<file path="config.mk">
export PLATFORM = sky130hd
export DESIGN_NAME = hazard_stall_ctrl
export DESIGN_NICKNAME = d
export VERILOG_FILES = /design/src/rtl/hazard_stall_ctrl.sv
export SDC_FILE = /design/constraint.sdc
export NUM_CORES = 1
export LEC_CHECK = 0
export ABC_CLOCK_PERIOD_IN_PS = 2300
export CELL_PAD_IN_SITES_DETAIL_PLACEMENT = 1
export CELL_PAD_IN_SITES_GLOBAL_PLACEMENT = 1
export CORE_MARGIN = 3
export CORE_UTILIZATION = 14
export DETAILED_ROUTE_END_ITERATION = 8
export PLACE_DENSITY = 0.78
export RECOVER_POWER = 25
export SLEW_MARGIN = 15
export SYNTH_ARGS = -nofsm -noshare
export SYNTH_HDL_FRONTEND = slang
export SYNTH_SLANG_ARGS = --single-unit
</file>
<file path="constraint.sdc">
create_clock -name clk -period 2.3 [get_ports clk]
set_input_delay 0.575 -clock clk [delete_from_list [all_inputs] [get_ports clk]]
set_output_delay 0.575 -clock clk [all_outputs]
set_load 0.05 [all_outputs]
</file>
<file path="src/rtl/hazard_stall_ctrl.sv">
// Hazard controller for the 5-stage RISC-V pipeline: load-use stalls, branch flushes and dmem freezes.
// Define HAZARD_STATS_EN to build the saturating stall/flush statistics counters.
module hazard_stall_ctrl #(
  parameter int unsigned XLEN       = 32,
  parameter int unsigned REG_ADDR_W = 5,
  parameter int unsigned LOAD_LAT   = 1,
  parameter int unsigned STAT_W     = 16,
  localparam int unsigned CNT_W     = $clog2(LOAD_LAT + 1)
) (
  input  logic                  clk,
  input  logic                  rst,
  input  logic [XLEN-1:0]       id_ins,
  input  logic [REG_ADDR_W-1:0] ex_rd,
  input  logic                  ex_memrd,
  input  logic                  branch_taken,
  input  logic                  dmem_ready,
  output logic                  pc_write,
  output logic                  if_id_write,
  output logic                  if_id_flush,
  output logic                  id_ex_bubble,
  output logic                  pipe_hold,
  output logic [CNT_W-1:0]      stall_cnt,
  output logic [STAT_W-1:0]     stall_cycles,
  output logic [STAT_W-1:0]     flush_events
);

  typedef enum logic {RUN, LSTALL} state_t;

  state_t                state, state_n;
  logic [CNT_W-1:0]      cnt, cnt_n;
  logic [6:0]            opc;
  logic [REG_ADDR_W-1:0] rs1, rs2;
  logic                  use_rs1, use_rs2, hit;
  logic                  stall_case, flush_case;
  logic                  unused_ins;

  assign opc        = id_ins[6:0];
  assign rs1        = REG_ADDR_W'(id_ins[19:15]);
  assign rs2        = REG_ADDR_W'(id_ins[24:20]);
  assign unused_ins = ^{id_ins[XLEN-1:25], id_ins[14:7]};

  always_comb begin
    use_rs1 = 1'b0;
    use_rs2 = 1'b0;
    case (opc)
      7'b0110011, 7'b0100011, 7'b1100011: begin
        use_rs1 = 1'b1;
        use_rs2 = 1'b1;
      end
      7'b0010011, 7'b0000011, 7'b1100111: use_rs1 = 1'b1;
      default: ;
    endcase
  end

  assign hit = ex_memrd && (ex_rd != '0) &&
               ((use_rs1 && (rs1 == ex_rd)) || (use_rs2 && (rs2 == ex_rd)));

  always_ff @(posedge clk or posedge rst) begin
    if (rst) begin
      state <= RUN;
      cnt   <= '0;
    end else begin
      state <= state_n;
      cnt   <= cnt_n;
    end
  end

  always_comb begin
    pc_write     = 1'b1;
    if_id_write  = 1'b1;
    if_id_flush  = 1'b0;
    id_ex_bubble = 1'b0;
    pipe_hold    = 1'b0;
    state_n      = state;
    cnt_n        = cnt;
    stall_case   = 1'b0;
    flush_case   = 1'b0;
    if (rst) begin
      // outputs stay released while reset is held, even if a hazard is visible
    end else if (!dmem_ready) begin
      pipe_hold   = 1'b1;
      pc_write    = 1'b0;
      if_id_write = 1'b0;
    end else if (branch_taken) begin
      if_id_flush  = 1'b1;
      id_ex_bubble = 1'b1;
      state_n      = RUN;
      cnt_n        = '0;
      flush_case   = 1'b1;
    end else if ((state == LSTALL) || hit) begin
      pc_write     = 1'b0;
      if_id_write  = 1'b0;
      id_ex_bubble = 1'b1;
      stall_case   = 1'b1;
      if (state == LSTALL) begin
        if (cnt == CNT_W'(1)) begin
          state_n = RUN;
          cnt_n   = '0;
        end else begin
          cnt_n = cnt - CNT_W'(1);
        end
      end else if (LOAD_LAT > 1) begin
        // the hit cycle itself is the first of LOAD_LAT stall cycles
        state_n = LSTALL;
        cnt_n   = CNT_W'(LOAD_LAT - 1);
      end
    end
  end

  assign stall_cnt = cnt;

`ifdef HAZARD_STATS_EN
  always_ff @(posedge clk or posedge rst) begin
    if (rst) begin
      stall_cycles <= '0;
      flush_events <= '0;
    end else begin
      if (stall_case && (stall_cycles != '1))
        stall_cycles <= stall_cycles + STAT_W'(1);
      if (flush_case && (flush_events != '1))
        flush_events <= flush_events + STAT_W'(1);
    end
  end
`else
  logic unused_stat;
  assign unused_stat  = stall_case ^ flush_case;
  assign stall_cycles = '0;
  assign flush_events = '0;
`endif

endmodule

</file>
==> results.toml <==
[status]
violations = "setup timing"
outcome = "finished with violations"

[sta]
max_slew.worst_pin.slew_ns = 0.498
finalWorstSetupSlack_ns = -0.110
finalCriticalPeriod_ns = 2.41
rsz0062_at_grt = "true"
finClkSkew_ns = 0.000910
setup_tns_ns = -0.265
fmax_mhz = 415
relSlewSlack_pct = 66.7
finalCritPeriodShare_pct = 105
report.final.slew_viol_count = 0
setup_viol = 3
finalHoldViolations = 0

[pwr]
power_frac_comb_pct = 60.1
pwr-share-clk_pct = 31.7
p_sw_mw = 0.203
intPower_mw = 0.227
swShare_pct = 47.3
p_leak_nw = 0.498
pwr-share-seq_pct = 8.3
irDropWorstVdd_v = 0.000100
power.density_nw_per_um2 = 398

[min_path]
min_path_cells = 1
hold_path_class = "register to register"

[drt]
vias = 563
drc = 0
vias_per_cell = 3.39
finalWirelength_um = 1780
drtPass1Iterations = 2
drtIter0Drc = 3
antenna_left = 0
routedWlPerCell_um = 10.7

[final_layout]
multiInputGateArea_um2 = 480
layout.nets = 162
design_area_um2 = 1080
syn_to_final_growth_pct = 92.2
seq_area_um2 = 50.0
antenna_cells = 0
final_cell_mix = "32 x conb_1, 9 x buf_4, 8 x clkdlybuf4s50_1, 7 x dlygate4sd2_1, 6 x buf_6"
layout_commonest_cell = "conb_1"
drive_gt1_share_pct = 36.4
fillCellCount = 440

[yosys]
synth_cells = 74
ys_ff_latch = 2
seq_area_frac_synth_pct = 8.91
yosys_warnings = 0
netlist_area_um2 = 562
synth.avg_cell_area_um2 = 7.59
synth_compound_area_share_pct = 14.9
synthXorXnorAreaFrac_pct = 15.6
ys_types = 24
muxShareOfSynthArea_pct = 1.78
synthAdderAreaFrac_pct = 0
synth_top_family_by_area = "buffers and inverters"
yosys.area_share.simple_pct = 12.0

[grt]
grtUsageTotal_pct = 7.34
grt_pass1_vias = 605
grt_max_degree = 6
gr-total-overflow = 0
busiest_layer = "met2"
use_met2_pct = 14.6
grt_pass1_wl_um = 2730
antenna_found_initial = 0
grtUsageMet3_pct = 1.45
use_met1_pct = 6.60

[cts]
numCtsBuffers = 3
htreeDepth = 1
max-clock-path-buffers = 2
insertion_delay_ns = 0.21
cts_tree = "yes"
cts_root_buffer = "clkbuf_8"
path_clk_slew_ns = 0.03
cts.sinks = 2

[worst_setup_path]
cp-start-kind = "primary input"
cp.required_ns = 1.73
critical_path_arrival_ns = 1.84
reg2reg_depth = 3
end_kind = "output pin"
reg2reg_slack_ns = 1.45
worst-setup-path-type = "primary input to output pin"
crit_fanout = 2

[placed_design]
io_buffers = 32
dpl_cell_area_um2 = 957
hpwl_um = 1490
place.gp.congestion = 0.698

[floorplanning]
ios = 80
start_util_pct = 14.9
core.rowCount = 22
core_area_um2 = 3770
die-area_um2 = 4810
die_h_um = 69.3
die_x_um = 69.3

[flow_run]
max-cap-violations = 0
[state kept, by name, indices dropped and copies added (netlist names)]
register,flops
stall_cnt,1
state,1
[routing by layer]
layer / wire, um / vias up
met5: 0 / -
met2: 1100 / 31
met1: 535 / 262
met4: 25 / 0
li1: - / 268
met3: 117 / 2
[worst max-delay path: stages]
cell and delay, ns:
dlygate4sd2_1 0.27, buf_6 0.13, a2111oi_4 0.36, a21boi_4 0.11, o21a_4 0.23, buf_8 0.15
[stage by stage]
stage | setup WS (ns) | total power [mW] | util (%) | cells | hold WS, ns
6_report | -0.110 | 0.430 | 28.6 | 166 | 0.585
5_1_grt | -0.183 | 0.456 | 28.6 | 166 | 0.608
4_1_cts | -0.125 | 0.428 | 27.9 | 166 | 0.581
3_5_place_dp | -0.537 | 0.280 | 25.4 | 163 | 0.570
3_3_place_gp | -0.563 | 0.277 | 25.4 | 163 | 0.560
2_1_floorplan | -0.0315 | 0.239 | - | 105 | 0.310
[power groups by stage]
stage	logic, mW	clock network [mW]	registers (mW)
after detailed placement	0.244	0	0.0358
after global routing	0.270	0.150	0.0355
after global placement	0.241	0	0.0358
after floorplan	0.204	0	0.0358
final	0.258	0.136	0.0355
after CTS	0.250	0.142	0.0355
[kinds of logic after synthesis]
group                  after synthesis
AO/OA/AOI/OAI                       12
XOR/XNOR                            10
buffers and inverters               36
flip-flops                           2
multiplexers                         1
other                                1
AND/OR/NAND/NOR                     12
[cell usage after synthesis]
library cell	n	area share, %
o21ai_0	3	2.7
nand2_1	2	1.3
a21oi_1	1	0.89
nor2_1	3	2.0
nor2b_1	1	1.1
o211ai_1	2	2.7
o21a_1	1	1.3
nand4_1	1	1.1
a2111oi_0	1	1.6
a21boi_1	1	1.3
and2_1	2	2.2
inv_2	1	0.67
inv_1	2	1.3
or4_1	1	1.3
dfrtp_1	2	8.9
and4b_1	1	1.8
mux2i_1	1	1.8
buf_4	33	44
o21ai_1	2	1.8
xor2_1	8	12
nor4_1	1	1.1
xnor2_1	2	3.1
a2111oi_2	1	2.7
conb_1	1	0.67
[final timing paths]
check                      startpoint   endpoint
setup / recovery            id_ins[2]   pc_write
hold / removal                  state      state
setup reg to reg            stall_cnt  stall_cnt
hold reg to reg                 state      state
max in group asynchronous         rst  stall_cnt
min in group asynchronous         rst      state
[timing repair]
action | in CTS | in global routing
gates resized for setup | 63 | 11
setup buffers | 0 | 0
hold buffers | 0 | 0
pin swaps | 15 | 4
endpoints found under the setup margin | 3 | 3
[layout make-up]
type	count	share of cell area [%]
repair buffers	43	40.4
well taps	48	5.56
inverters	3	1.04
clock buffers	3	3.82
flip-flops and latches	2	4.63
multi-input cells	67	44.5
Power figures use the tool's default switching activity.
